==> src/rtl/morse_msg_scheduler.sv <==
// Morse message scheduler: buffers character codes in a small FIFO and
// hands letters one at a time to a Morse emitter, inserting inter-letter
// and word-space gaps between them.
`timescale 1ns/1ps
module morse_msg_scheduler #(
   parameter int DEPTH      = 8,
   parameter int LETTER_GAP = 299,
   parameter int WORD_GAP   = 699
) (
   input  logic                       clk,
   input  logic                       rst,
   input  logic                       in_valid,
   input  logic [4:0]                 in_char,
   output logic                       in_ready,
   input  logic                       abort,
   output logic [4:0]                 emit_sel,
   output logic                       emit_start,
   input  logic                       emit_done,
   output logic                       busy,
   output logic [$clog2(DEPTH+1)-1:0] fifo_count,
   output logic                       err_char
);

   localparam int         AW    = (DEPTH > 1) ? $clog2(DEPTH) : 1;
   localparam int         CW    = $clog2(DEPTH + 1);
   localparam int         GMAX  = (LETTER_GAP > WORD_GAP) ? LETTER_GAP : WORD_GAP;
   localparam int         GW    = (GMAX > 0) ? $clog2(GMAX + 1) : 1;
   localparam logic [4:0] SPACE = 5'd31;

   typedef enum logic [1:0] {
      IDLE      = 2'd0,
      LAUNCH    = 2'd1,
      WAIT_DONE = 2'd2,
      GAP       = 2'd3
   } state_t;

   state_t        state;
   logic [4:0]    mem [DEPTH];
   logic [AW-1:0] wr_ptr;
   logic [AW-1:0] rd_ptr;
   logic [GW-1:0] gap_cnt;
   logic [4:0]    head;
   logic          legal;
   logic          accept;
   logic          wr_en;
   logic          rd_en;

   assign in_ready = (fifo_count < CW'(DEPTH));
   assign busy     = (state != IDLE) || (fifo_count != '0);

   // Handshake decode: illegal codes are accepted but never stored; abort discards a same-cycle push.
   always_comb begin
      legal  = (in_char < 5'd26) || (in_char == SPACE);
      accept = in_valid && in_ready && !abort;
      wr_en  = accept && legal;
      rd_en  = (state == IDLE) && (fifo_count != '0) && !abort;
      head   = mem[rd_ptr];
   end

   // Character storage; contents need no reset because the pointers define validity.
   always_ff @(posedge clk) begin
      if (wr_en) begin
         mem[wr_ptr] <= in_char;
      end
   end

   // FIFO pointers, occupancy and the illegal-code error pulse.
   always_ff @(posedge clk or posedge rst) begin
      if (rst) begin
         wr_ptr     <= '0;
         rd_ptr     <= '0;
         fifo_count <= '0;
         err_char   <= 1'b0;
      end else if (abort) begin
         wr_ptr     <= '0;
         rd_ptr     <= '0;
         fifo_count <= '0;
         err_char   <= 1'b0;
      end else begin
         err_char <= accept && !legal;
         if (wr_en) begin
            wr_ptr <= wr_ptr + AW'(1);
         end
         if (rd_en) begin
            rd_ptr <= rd_ptr + AW'(1);
         end
         case ({wr_en, rd_en})
            2'b10:   fifo_count <= fifo_count + CW'(1);
            2'b01:   fifo_count <= fifo_count - CW'(1);
            default: fifo_count <= fifo_count;
         endcase
      end
   end

   // Scheduler FSM: pop, launch the emitter for one cycle, wait for it, then time the gap.
   always_ff @(posedge clk or posedge rst) begin
      if (rst) begin
         state      <= IDLE;
         gap_cnt    <= '0;
         emit_sel   <= '0;
         emit_start <= 1'b0;
      end else if (abort) begin
         state      <= IDLE;
         gap_cnt    <= '0;
         emit_start <= 1'b0;
      end else begin
         emit_start <= 1'b0;
         case (state)
            IDLE: begin
               if (rd_en) begin
                  if (head == SPACE) begin
                     gap_cnt <= GW'(WORD_GAP);
                     state   <= GAP;
                  end else begin
                     emit_sel   <= head;
                     emit_start <= 1'b1;
                     state      <= LAUNCH;
                  end
               end
            end
            LAUNCH: begin
               state <= WAIT_DONE;
            end
            WAIT_DONE: begin
               if (emit_done) begin
                  gap_cnt <= GW'(LETTER_GAP);
                  state   <= GAP;
               end
            end
            GAP: begin
               if (gap_cnt == '0) begin
                  state <= IDLE;
               end else begin
                  gap_cnt <= gap_cnt - GW'(1);
               end
            end
            default: state <= IDLE;
         endcase
      end
   end

endmodule

==> config.mk <==
export PLATFORM = sky130hd
export DESIGN_NAME = morse_msg_scheduler
export DESIGN_NICKNAME = d
export VERILOG_FILES = /design/src/rtl/morse_msg_scheduler.sv
export SDC_FILE = /design/constraint.sdc
export NUM_CORES = 1
export LEC_CHECK = 0
export BUFFER_PORTS_ARGS = -buffer_cell sky130_fd_sc_hd__buf_2
export CORE_UTILIZATION = 45
export CTS_BUF_LIST = sky130_fd_sc_hd__clkbuf_4 sky130_fd_sc_hd__clkbuf_8
export CTS_CLUSTER_SIZE = 25
export DETAILED_ROUTE_END_ITERATION = 16
export PLACE_DENSITY = 0.68
export SLEW_MARGIN = 20
export SYNTH_ARGS = -nofsm -noshare
export SYNTH_HDL_FRONTEND = slang
export SYNTH_SLANG_ARGS = --single-unit
==> constraint.sdc <==
create_clock -name clk -period 3.5 [get_ports clk]
set_clock_uncertainty 0.05 [all_clocks]
set_input_delay 0.35 -clock clk [delete_from_list [all_inputs] [get_ports clk]]
set_output_delay 0.35 -clock clk [all_outputs]
set_load 0.01 [all_outputs]
==> summary.md <==
After detailed routing, the number of vias per cell comes to 5.40. The diode insertion count for antenna repair was 0; the required arrival time at the worst endpoint was 3.68 ns. Dividing total power by cell area gives a power density of 766 nW/um^2. The area used by multi-input combinational logic is 1400 um^2. The overall via count from detail_route is 2,144. Post-synthesis async set-or-reset flop share: 42.0%.

The path class of the tightest hold or removal check is input pin to asynchronous set/reset pin. The proportion of netlist area held by the largest area contributor works out to 35.2%. At the worst endpoint, the arrival time is 2.94 ns. In this run, synthesis produced a sequential element count of 69. In this run the worst path has a maximum fanout of 12. The HPWL after detailed placement is 4630 um.

The run gives 0 as the total congestion overflow after global routing. TritonCTS built the clock tree. The filler cells instantiated in the layout total 649.

The launch point of the worst path is rd_ptr[0]. Global placer's final weighted congestion: 0.861. The most used flip-flop cell after synthesis is edfxtp_1. The final layout net count was 313. In the routed design, unresolved DRC markers number 0. Dividing the detail-routed wire length by the instance count gives 16.2 um.

The global-route wire length before repair was 10,500 um. The longest clock path from root to sink contains 2 buffers. The clock sink count was 69; the max-slew violation count was 0. Dividing the final minimum period by the clock period gives 78.9%.

The clock tree synthesis step divided the H-tree into 3 levels. The mean instance size in the synthesized netlist is 13.0 um^2. The logs give 0 for the count of max-cap constraint violations and 2,039 for the via count of the first global-routing pass.

The run gives 48 as the number of distinct library cells after synthesis. For the area taken by flip-flops and latches, the log shows 1930 um^2. Setup violations remaining at the end of the flow were counted as 0.

The setup path with the least slack is of type register to register. For this run, the number of Yosys warnings is 0. Counting flops with a built-in enable in the synthesized netlist gives 40. Transition at the pin with the smallest max-transition slack: 0.781 ns. The count of nets left with antenna violations once routing finished came out at 0.

The number of hold-slack violations in the final timing report was 0. Yosys attributes the largest share of cell area to edfxtp_1 (35%), dfrtp_1 (21%), mux4_1 (6.9%). Clock-pin slew was measured on the worst setup and hold paths at 0.09 ns. The tools report the cell area after synthesis as 3410 um^2.

IR analysis of the VDD net gives a maximum drop of 0.274 mV. Global routing consumed, over all layers together, 18.2% of the routing resources. The number of antenna violations at the first check in global routing is 0.

For the largest net degree at the start of global routing, the log shows 30. Setup repair after global routing left no endpoint under its margin. The tools report the starting utilization of the core area as 46.7%.

The port buffer count was 22; the sequential fraction of the synthesis area was 56.5%. When the netlist entered floorplanning its net count stood at 282. STA classifies the critical path startpoint as a register. The floorplan step defined a core boundary enclosing 7290 um^2. Final period demand of the worst path: 2.76 ns.

For the worst-skew pair, the clock arrives at the later sink with an insertion delay of 0.35 ns. Summed over all failing endpoints, the final setup total negative slack is 0 ns. The logs give 94 for the number of DRC violations after detailed-routing iteration 0 and 6440 um for the total detailed-routing wirelength.

Cells with a size suffix above 1 make up 21.5% of the layout. In this run the tightest slew margin relative to its limit is 47.5%. For this run, the detailed router's first-pass iteration total came to 4. For this design the top-level I/O count stands at 23. The achievable clock frequency is 362 MHz, and the worst path setup slack after routing is 0.738 ns. The count of hold buffers inserted by post-cts repair was 0. The cell count after synthesis came out at 262. The run finished with clean final reports.

The floorplan step defined a die boundary enclosing 7930 um^2. Most repeated cell in the gate-level netlist after synthesis: edfxtp_1. Largest area contributor in the synthesized netlist: edfxtp_1.

The commonest cells after synthesis are edfxtp_1 (40), dfrtp_1 (29), nor2_1 (16). The beginning of the worst register-to-register path is rd_ptr[0]. The y dimension of the die was 89.0 um; the number of gates given a new drive strength after cts was 0. The analysis attributes to cell leakage a power of 1.48 nW. The number of buffers added for setup after CTS was 0. The tools report the element type at the critical path end as a register. The area growth from synthesis to layout was 12.6%; the number of buffers inserted during clock tree synthesis was 9. At the placement stage, the worst setup path has a slack of 0.722 ns. Measured along the x axis, the die boundary spans 89.0 um. The share of the core filled with cells in the final layout was 52.6%. The clock root buffer is clkbuf_8. The count of standard-cell rows was 31.
==> sequential cells by signal, summed over array words and instances (netlist names) <==
name / count
state: 2
rd_ptr: 3
emit_sel: 5
fifo_count: 4
mem: 40
err_char: 1
gap_cnt: 10
emit_start: 1
wr_ptr: 3
==> layout make-up <==
class	count	area share (%)
Inverter	11	1.08
Tap cell	99	3.23
Multi-Input combinational cell	173	36.4
Timing Repair Buffer	29	4.24
Clock buffer	9	3.23
Clock inverter	7	1.66
Sequential cell	69	50.2
==> cells by family (layout without fill, tap and decap cells) <==
group,count (synthesis),count (layout),synth area share (%)
compound gates,47,47,9.36
fa+ha+maj,10,10,3.67
xor+xnor,9,9,2.31
mux,25,25,12.3
flops,69,69,56.5
buf+inv,20,56,2.50
simple gates,82,82,13.3
==> power by group <==
group | total [W] | switching [W] | internal, W
clock | 0.000626 | 0.000352 | 0.000274
combinational | 0.00115 | 0.000596 | 0.000550
sequential | 0.00117 | 0.000172 | 0.000997
==> per-stage QoR <==
stage / cell area, um^2 / cells / power, W / hold slack [ns]
3_5_place_dp: 3650 / 381 / 0.00234 / 0.404
4_1_cts: 3840 / 397 / 0.00296 / 0.0222
3_3_place_gp: 3650 / 381 / 0.00231 / 0.397
2_1_floorplan: 3410 / 262 / 0.00205 / 0.378
6_report: 3840 / 397 / 0.00294 / 0.0170
5_1_grt: 3840 / 397 / 0.00316 / 0.0705
==> placed cells by master (no fill, tap or decap), types with 5 or more instances in the layout <==
cell type	netlist	layout
nand2_1	14	14
nor3_1	6	6
clkbuf_8	0	9
nand3_1	9	9
mux2i_1	7	7
nor3b_1	5	5
buf_4	0	7
edfxtp_1	40	40
xor2_1	6	6
mux2_2	8	8
ha_1	10	10
a2bb2oi_1	5	5
dfrtp_1	29	29
nor2_1	16	16
nor2b_1	6	6
a21oi_1	12	12
o21ai_0	9	9
inv_1	11	11
buf_2	2	22
mux4_1	9	9
==> routing by layer <==
metal | global-route usage [%] | part of all wire (%) | up-vias
met5 | 0 | 0 | -
met4 | 9.09 | 1.5 | 0
met3 | 3.60 | 2.6 | 7
met2 | 27.6 | 47 | 28
met1 | 25.1 | 49 | 1036
li1 | - | - | 1073
==> worst max-delay path, stage by stage (launching register included) <==
cell and delay (ns):
dfrtp_1 0.71, mux4_1 0.63, mux2_2 0.30, nor2b_1 0.21, a31oi_4 0.37, mux2_2 0.38
==> final timing paths <==
kind | to | slack (ns) | cells after the start
setup reg to reg | gap_cnt[3] | 0.74 | 5
max in group asynchronous | gap_cnt[7] | 3.10 | 3
min in group clk | mem[1][0] | 0.25 | 1
hold / removal | rd_ptr[2] | 0.02 | 3
hold reg to reg | emit_sel[4] | 0.48 | 2
setup / recovery | gap_cnt[3] | 0.74 | 5
(Power assumes the default switching activity.)
